File: src/rtl/and_gate_lib_pkg.sv
// Shared constants for the glue-logic AND gate library cells.
package and_gate_lib_pkg;

    localparam int DELAY_MAX     = 16;
    localparam int DELAY_DEFAULT = 1;

endpackage

File: src/rtl/and2_delay_cell.sv
// Single 2-input AND gate with Delay cycles of output latency.
// Delay = 0 gives a combinational path that is forced low during reset.
module and2_delay_cell
    import and_gate_lib_pkg::*;
#(
    parameter int Delay = DELAY_DEFAULT
) (
    input  logic clk,
    input  logic rst,
    input  logic a,
    input  logic b,
    output logic y
);

    generate
        if (Delay == 0) begin : g_comb
            assign y = rst ? 1'b0 : (a & b);
        end else begin : g_pipe
            // stages[0] captures the fresh product; y taps the oldest stage.
            logic [Delay-1:0] stages;

            always_ff @(posedge clk or posedge rst) begin
                if (rst) begin
                    stages <= '0;
                end else begin
                    stages[0] <= a & b;
                    for (int i = 1; i < Delay; i++) begin
                        stages[i] <= stages[i-1];
                    end
                end
            end

            assign y = stages[Delay-1];
        end
    endgenerate

endmodule

File: src/rtl/quad_2_input_and_gate.sv
// Four independent 2-input AND gates (74LS08 equivalent) sharing one
// latency setting, clock and asynchronous reset.
module quad_2_input_and_gate
    import and_gate_lib_pkg::*;
#(
    parameter int Delay = DELAY_DEFAULT
) (
    input  logic clk,
    input  logic rst,
    input  logic A1,
    input  logic B1,
    input  logic A2,
    input  logic B2,
    input  logic A3,
    input  logic B3,
    input  logic A4,
    input  logic B4,
    output logic Y1,
    output logic Y2,
    output logic Y3,
    output logic Y4
);

    generate
        if (Delay < 0 || Delay > DELAY_MAX) begin : g_bad_delay
            $error("quad_2_input_and_gate: Delay %0d outside 0..%0d", Delay, DELAY_MAX);
        end
    endgenerate

    and2_delay_cell #(.Delay(Delay)) u_gate1 (.clk(clk), .rst(rst), .a(A1), .b(B1), .y(Y1));
    and2_delay_cell #(.Delay(Delay)) u_gate2 (.clk(clk), .rst(rst), .a(A2), .b(B2), .y(Y2));
    and2_delay_cell #(.Delay(Delay)) u_gate3 (.clk(clk), .rst(rst), .a(A3), .b(B3), .y(Y3));
    and2_delay_cell #(.Delay(Delay)) u_gate4 (.clk(clk), .rst(rst), .a(A4), .b(B4), .y(Y4));

endmodule

File: config.mk
export PLATFORM = sky130hd
export DESIGN_NAME = quad_2_input_and_gate
export DESIGN_NICKNAME = d
export VERILOG_FILES = /design/src/rtl/and_gate_lib_pkg.sv /design/src/rtl/and2_delay_cell.sv /design/src/rtl/quad_2_input_and_gate.sv
export SDC_FILE = /design/constraint.sdc
export NUM_CORES = 1
export LEC_CHECK = 0
export CORE_AREA = 5 5 42 44
export CTS_BUF_LIST = sky130_fd_sc_hd__clkbuf_4 sky130_fd_sc_hd__clkbuf_8 sky130_fd_sc_hd__clkbuf_16
export CTS_CLUSTER_SIZE = 30
export DETAILED_ROUTE_END_ITERATION = 10
export DIE_AREA = 0 0 47 49
export MAX_ROUTING_LAYER = met4
export PLACE_DENSITY = 0.45
export SETUP_SLACK_MARGIN = 0.3
export SKIP_CTS_REPAIR_TIMING = 1
export SYNTH_ARGS = -nofsm -noshare
export SYNTH_HDL_FRONTEND = slang
export SYNTH_SLANG_ARGS = --single-unit
File: constraint.sdc
create_clock -name clk -period 1.7 [get_ports clk]
set_clock_uncertainty 0.2 [all_clocks]
set_input_delay 0.34 -clock clk [delete_from_list [all_inputs] [get_ports clk]]
set_output_delay 0.34 -clock clk [all_outputs]
set_load 0.05 [all_outputs]
==> flow_summary.ini, run 1 <==
[clock_tree]
cts_sinks = 4
cts_buffers = 3
cts_tree = yes
clk_pin_slew_ps = 40
clock_path_buffers = 2
htree_num_levels = 1
clock_tree.root_cell = clkbuf_4

[sta]
max_freq_ghz = 0.754
relSlewSlack = 0.905
worst_pin_slew_ps = 142
setup-tns-final_ps = 0
setup_viol = 0
post-route-period-util = 0.780
slew_viol_final = 0
finalHoldViolations = 0
rsz0062_at_grt = false
period_minus_slack_ps = 1330

[synth]
async_flop_share = 1.00
synth_top_area_share = 0.777
muxShareOfSynthArea = 0
synth_fp_nets = 19
synth_top_family_by_area = simple AND/OR/NAND/NOR gates
synth-edff-count = 0
synth_compound_area_frac = 0
yosys_warnings = 0
post_synth_inst_count = 9
synth_seq_cells = 4
yosysSeqAreaShare = 0.777
yosysUniqueCellTypes = 3
syn_area_sq_um = 129
yosys-top-cells-count = and2_1, dfrtp_1, inv_1
synth_xor_area_frac = 0
synth.area.top_cells = dfrtp_1, and2_1, inv_1
yosys.area.top_type = dfrtp_1
synth-simple-area-share = 0.194
synth_area_per_cell_sq_um = 14.3
synth_ff_type = dfrtp_1
synthAdderAreaFrac = 0

[grt]
antenna_found_initial = 0
globalRouteTotalUtil = 0.0412
grt_pass1_wl_um = 552
grt_max_degree = 5
overflow = 0
grt_pass1_vias = 153

[critical_path]
arrival_ps = 790
critical-path-top-delay-family = flip-flops
cp_slowest_stage_delay_ps = 390
path_depth = 1
cp.required_ps = 1160
critical_path.endpoint_type = output pin
crit_path_start = u_gate1.y$_DFF_PP0_
crit_slowest_cell = dfrtp_1
startpoint_type = flip-flop
crit_end = Y1
worstSetupPathType = flip-flop to output pin
crit_path_cell_trace = buf_12
crit_path_max_fanout = 1
critPathBufInv = 1

[placement]
place_area_sq_um = 319
port_buffers = 13
gp_congestion = 0.669

[die]
core_sq_um = 1400
num_io_pins = 14
die_area_sq_um = 2300
initial_utilization = 0.0920
die-height_um = 49
row_count = 14
die_width_um = 47

[finish]
fin_nets = 37
diodes = 0
drive_gt1_frac = 0.280
final_cell_area_sq_um = 342
fill_cells = 159
syn_to_final_growth_pct = 165

[detailed_routing]
firstDrtPassIters = 1
drtAntennaViolNets = 0
via_per_inst = 3.24
via_count = 133
drt-total-wl_um = 374
drt_first_iter_violations = 0
drcViolationCount = 0
post_drt_wl_per_cell_um = 9.12

[hold_path]
hold_class = input pin to async pin

[power_and_ir_drop]
power.leakage_nw = 0.152
powerDensity_nw_per_um2 = 828
vdd_drop_max_mv = 0.241

[flow_run]
cap_violations = 0

[run_status]
outcome = completed
-- flip-flops by register name, indices dropped and copies added, names as in the netlist --
register and flops:
u_gate3.y 1, u_gate4.y 1, u_gate2.y 1, u_gate1.y 1
-- per-stage QoR --
step                       util  hold slack, ps  setup WS (ps)  power (mW)  std cells
final                     0.244            96.1            374       0.283         41
after global routing      0.244             123            361       0.294         41
after CTS                 0.244            96.8            359       0.290         41
after detailed placement  0.228             339            469       0.170         38
after global placement    0.228             326            506       0.169         38
after floorplan               -           -93.9            574       0.125          9
-- cells by family (layout without fill, tap and decap cells) --
logic type | after synthesis | after routing
simple gates | 4 | 4
buf+inv | 1 | 17
flops | 4 | 4
-- worst min path at each step --
| stage | end | slack, ps | depth (start not counted) |
|---|---|---|---|
| floorplan | u_gate1.y$_DFF_PP0_ | -90 | 1 |
| detailed placement | u_gate4.y$_DFF_PP0_ | 340 | 2 |
| CTS | u_gate1.y$_DFF_PP0_ | 100 | 2 |
| finish | u_gate1.y$_DFF_PP0_ | 100 | 2 |
| global route | u_gate1.y$_DFF_PP0_ | 120 | 2 |
| global placement | u_gate4.y$_DFF_PP0_ | 330 | 2 |
-- where the power goes --
group          internal, mW  switching, mW
Combinational        0.0386         0.0246
Clock                0.0788         0.0362
Sequential            0.101        0.00412
Total                 0.218         0.0649
-- layout by cell type (no fill, tap or decap) --
master / instances
inv_1: 1
clkbuf_4: 3
dfrtp_1: 4
and2_1: 4
clkdlybuf4s50_1: 9
buf_12: 4
-- cell type report --
type	count	area, sq um	area share
Timing Repair Buffer	13	170	0.498
Sequential cell	4	100	0.293
Multi-Input combinational cell	4	25.0	0.0733
Clock buffer	3	22.5	0.0659
Tap cell	16	20.0	0.0586
Inverter	1	3.75	0.0110
-- metal layers --
metal,global-route usage,wire length (um)
met5,-,0
met4,0.0691,29
met3,0.0258,81
met2,0.0520,142
met1,0.0265,120
(Power assumes the default switching activity.)
==> run 2: changes to the inputs <==
--- a/config.mk
+++ b/config.mk
@@ -11,7 +11,7 @@
 export DETAILED_ROUTE_END_ITERATION = 10
 export DIE_AREA = 0 0 47 49
 export MAX_ROUTING_LAYER = met4
-export PLACE_DENSITY = 0.45
+export PLACE_DENSITY = 0.46
 export SETUP_SLACK_MARGIN = 0.3
 export SKIP_CTS_REPAIR_TIMING = 1
 export SYNTH_ARGS = -nofsm -noshare
==> constraint.sdc (replaced) <==
create_clock -name clk -period 1.2 [get_ports clk]
set_clock_uncertainty 0.2 [all_clocks]
set_input_delay 0.24 -clock clk [delete_from_list [all_inputs] [get_ports clk]]
set_output_delay 0.24 -clock clk [all_outputs]
set_load 0.05 [all_outputs]
==> flow_summary.ini, run 2 (synthesis results as in run 1) <==
[finish]
drive_gt1_frac = 0.440
syn_to_final_growth_pct = 169
final_cell_mix = clkdlybuf4s50_1, and2_1, buf_12, dfrtp_2, clkbuf_4
diodes = 0
final_common_cell = clkdlybuf4s50_1
seq_area_sq_um = 105
fin_nets = 37
multiInputGateArea_sq_um = 25.0
fill_cells = 156

[critical_path]
cp.required_ps = 760
crit_path_cell_trace = buf_12
critical_path.endpoint_type = output pin
crit_slowest_cell = dfrtp_2
arrival_ps = 790
critical-path-top-delay-family = flip-flops
critPathBufInv = 1
crit_path_max_fanout = 1
worstSetupPathType = flip-flop to output pin
cp_slowest_stage_delay_ps = 410
startpoint_type = flip-flop

[detailed_routing]
drcViolationCount = 0
drt_first_iter_violations = 0
drt-total-wl_um = 365
firstDrtPassIters = 1
post_drt_wl_per_cell_um = 8.90
via_per_inst = 3.10
via_count = 127
drtAntennaViolNets = 0

[clock_tree]
htree_num_levels = 1
clk_pin_slew_ps = 40
clock_path_buffers = 2
cts_buffers = 3
clock_tree.root_cell = clkbuf_4
cts_sinks = 4
cts_tree = yes

[placement]
gp_congestion = 0.669
port_buffers = 13

[sta]
setup_viol = 4
worst_pin_slew_ps = 144
max_freq_ghz = 0.813
period_minus_slack_ps = 1230
relSlewSlack = 0.904
holdWs_ps = -6.49
setup-tns-final_ps = -94.2
post-route-period-util = 1.02
rsz0062_at_grt = true
slew_viol_final = 0
finalHoldViolations = 4
layout_setup_ws_ps = -29.8

[die]
die_area_sq_um = 2300
die-height_um = 49
row_count = 14
num_io_pins = 14
core_sq_um = 1400
die_width_um = 47
initial_utilization = 0.0920

[power_and_ir_drop]
power.total_mw = 0.402
power.leakage_nw = 0.146
powerDensity_nw_per_um2 = 1160
vdd_drop_max_mv = 0.261

[grt]
grt_pass1_wl_um = 531
grt_max_degree = 5
antenna_found_initial = 0
globalRouteTotalUtil = 0.0377
grt_pass1_vias = 149
overflow = 0

[run_status]
outcome = finished with violations
violations = negative hold slack, negative setup slack

[flow_run]
cap_violations = 0

[hold_path]
hold_class = input pin to async pin
==> run 2: power by group <==
| part | internal [mW] | switching, mW |
|---|---|---|
| registers | 0.144 | 0.00591 |
| logic | 0.0549 | 0.0348 |
| clock network | 0.112 | 0.0510 |
==> run 2: cell type report <==
cell class              instances  area share
repair buffers                 13       0.491
flip-flops and latches          4       0.303
multi-input cells               4      0.0722
clock buffers                   3      0.0650
well taps                      16      0.0578
inverters                       1      0.0108
==> run 2: final timing paths <==
check,start,to,depth (start not counted)
min in group clk,B4,u_gate4.y$_DFF_PP0_,2
max in group asynchronous,rst,u_gate2.y$_DFF_PP0_,2
setup / recovery,u_gate1.y$_DFF_PP0_,Y1,1
hold / removal,rst,u_gate3.y$_DFF_PP0_,2
==> run 2: metal layers <==
| layer | share of wire | GRT usage | up-vias |
|---|---|---|---|
| li1 | - | - | 58 |
| met1 | 0.35 | 0.0333 | 55 |
| met2 | 0.41 | 0.0475 | 14 |
| met3 | 0.24 | 0.0258 | 0 |
| met4 | 0 | 0.0415 | 0 |
| met5 | 0 | - | - |
==> run 2: per-stage QoR <==
| stage | util | instance area (sq um) | setup WS, ps | cells | hold slack, ps |
|---|---|---|---|---|---|
| after floorplan | - | 134 | 275 | 9 | -194 |
| after global placement | 0.231 | 324 | 105 | 38 | 226 |
| after detailed placement | 0.231 | 324 | 64.9 | 38 | 236 |
| after CTS | 0.247 | 347 | -42.8 | 41 | -5.76 |
| after global routing | 0.247 | 347 | -52.4 | 41 | 17.7 |
| final | 0.247 | 347 | -29.8 | 41 | -6.49 |
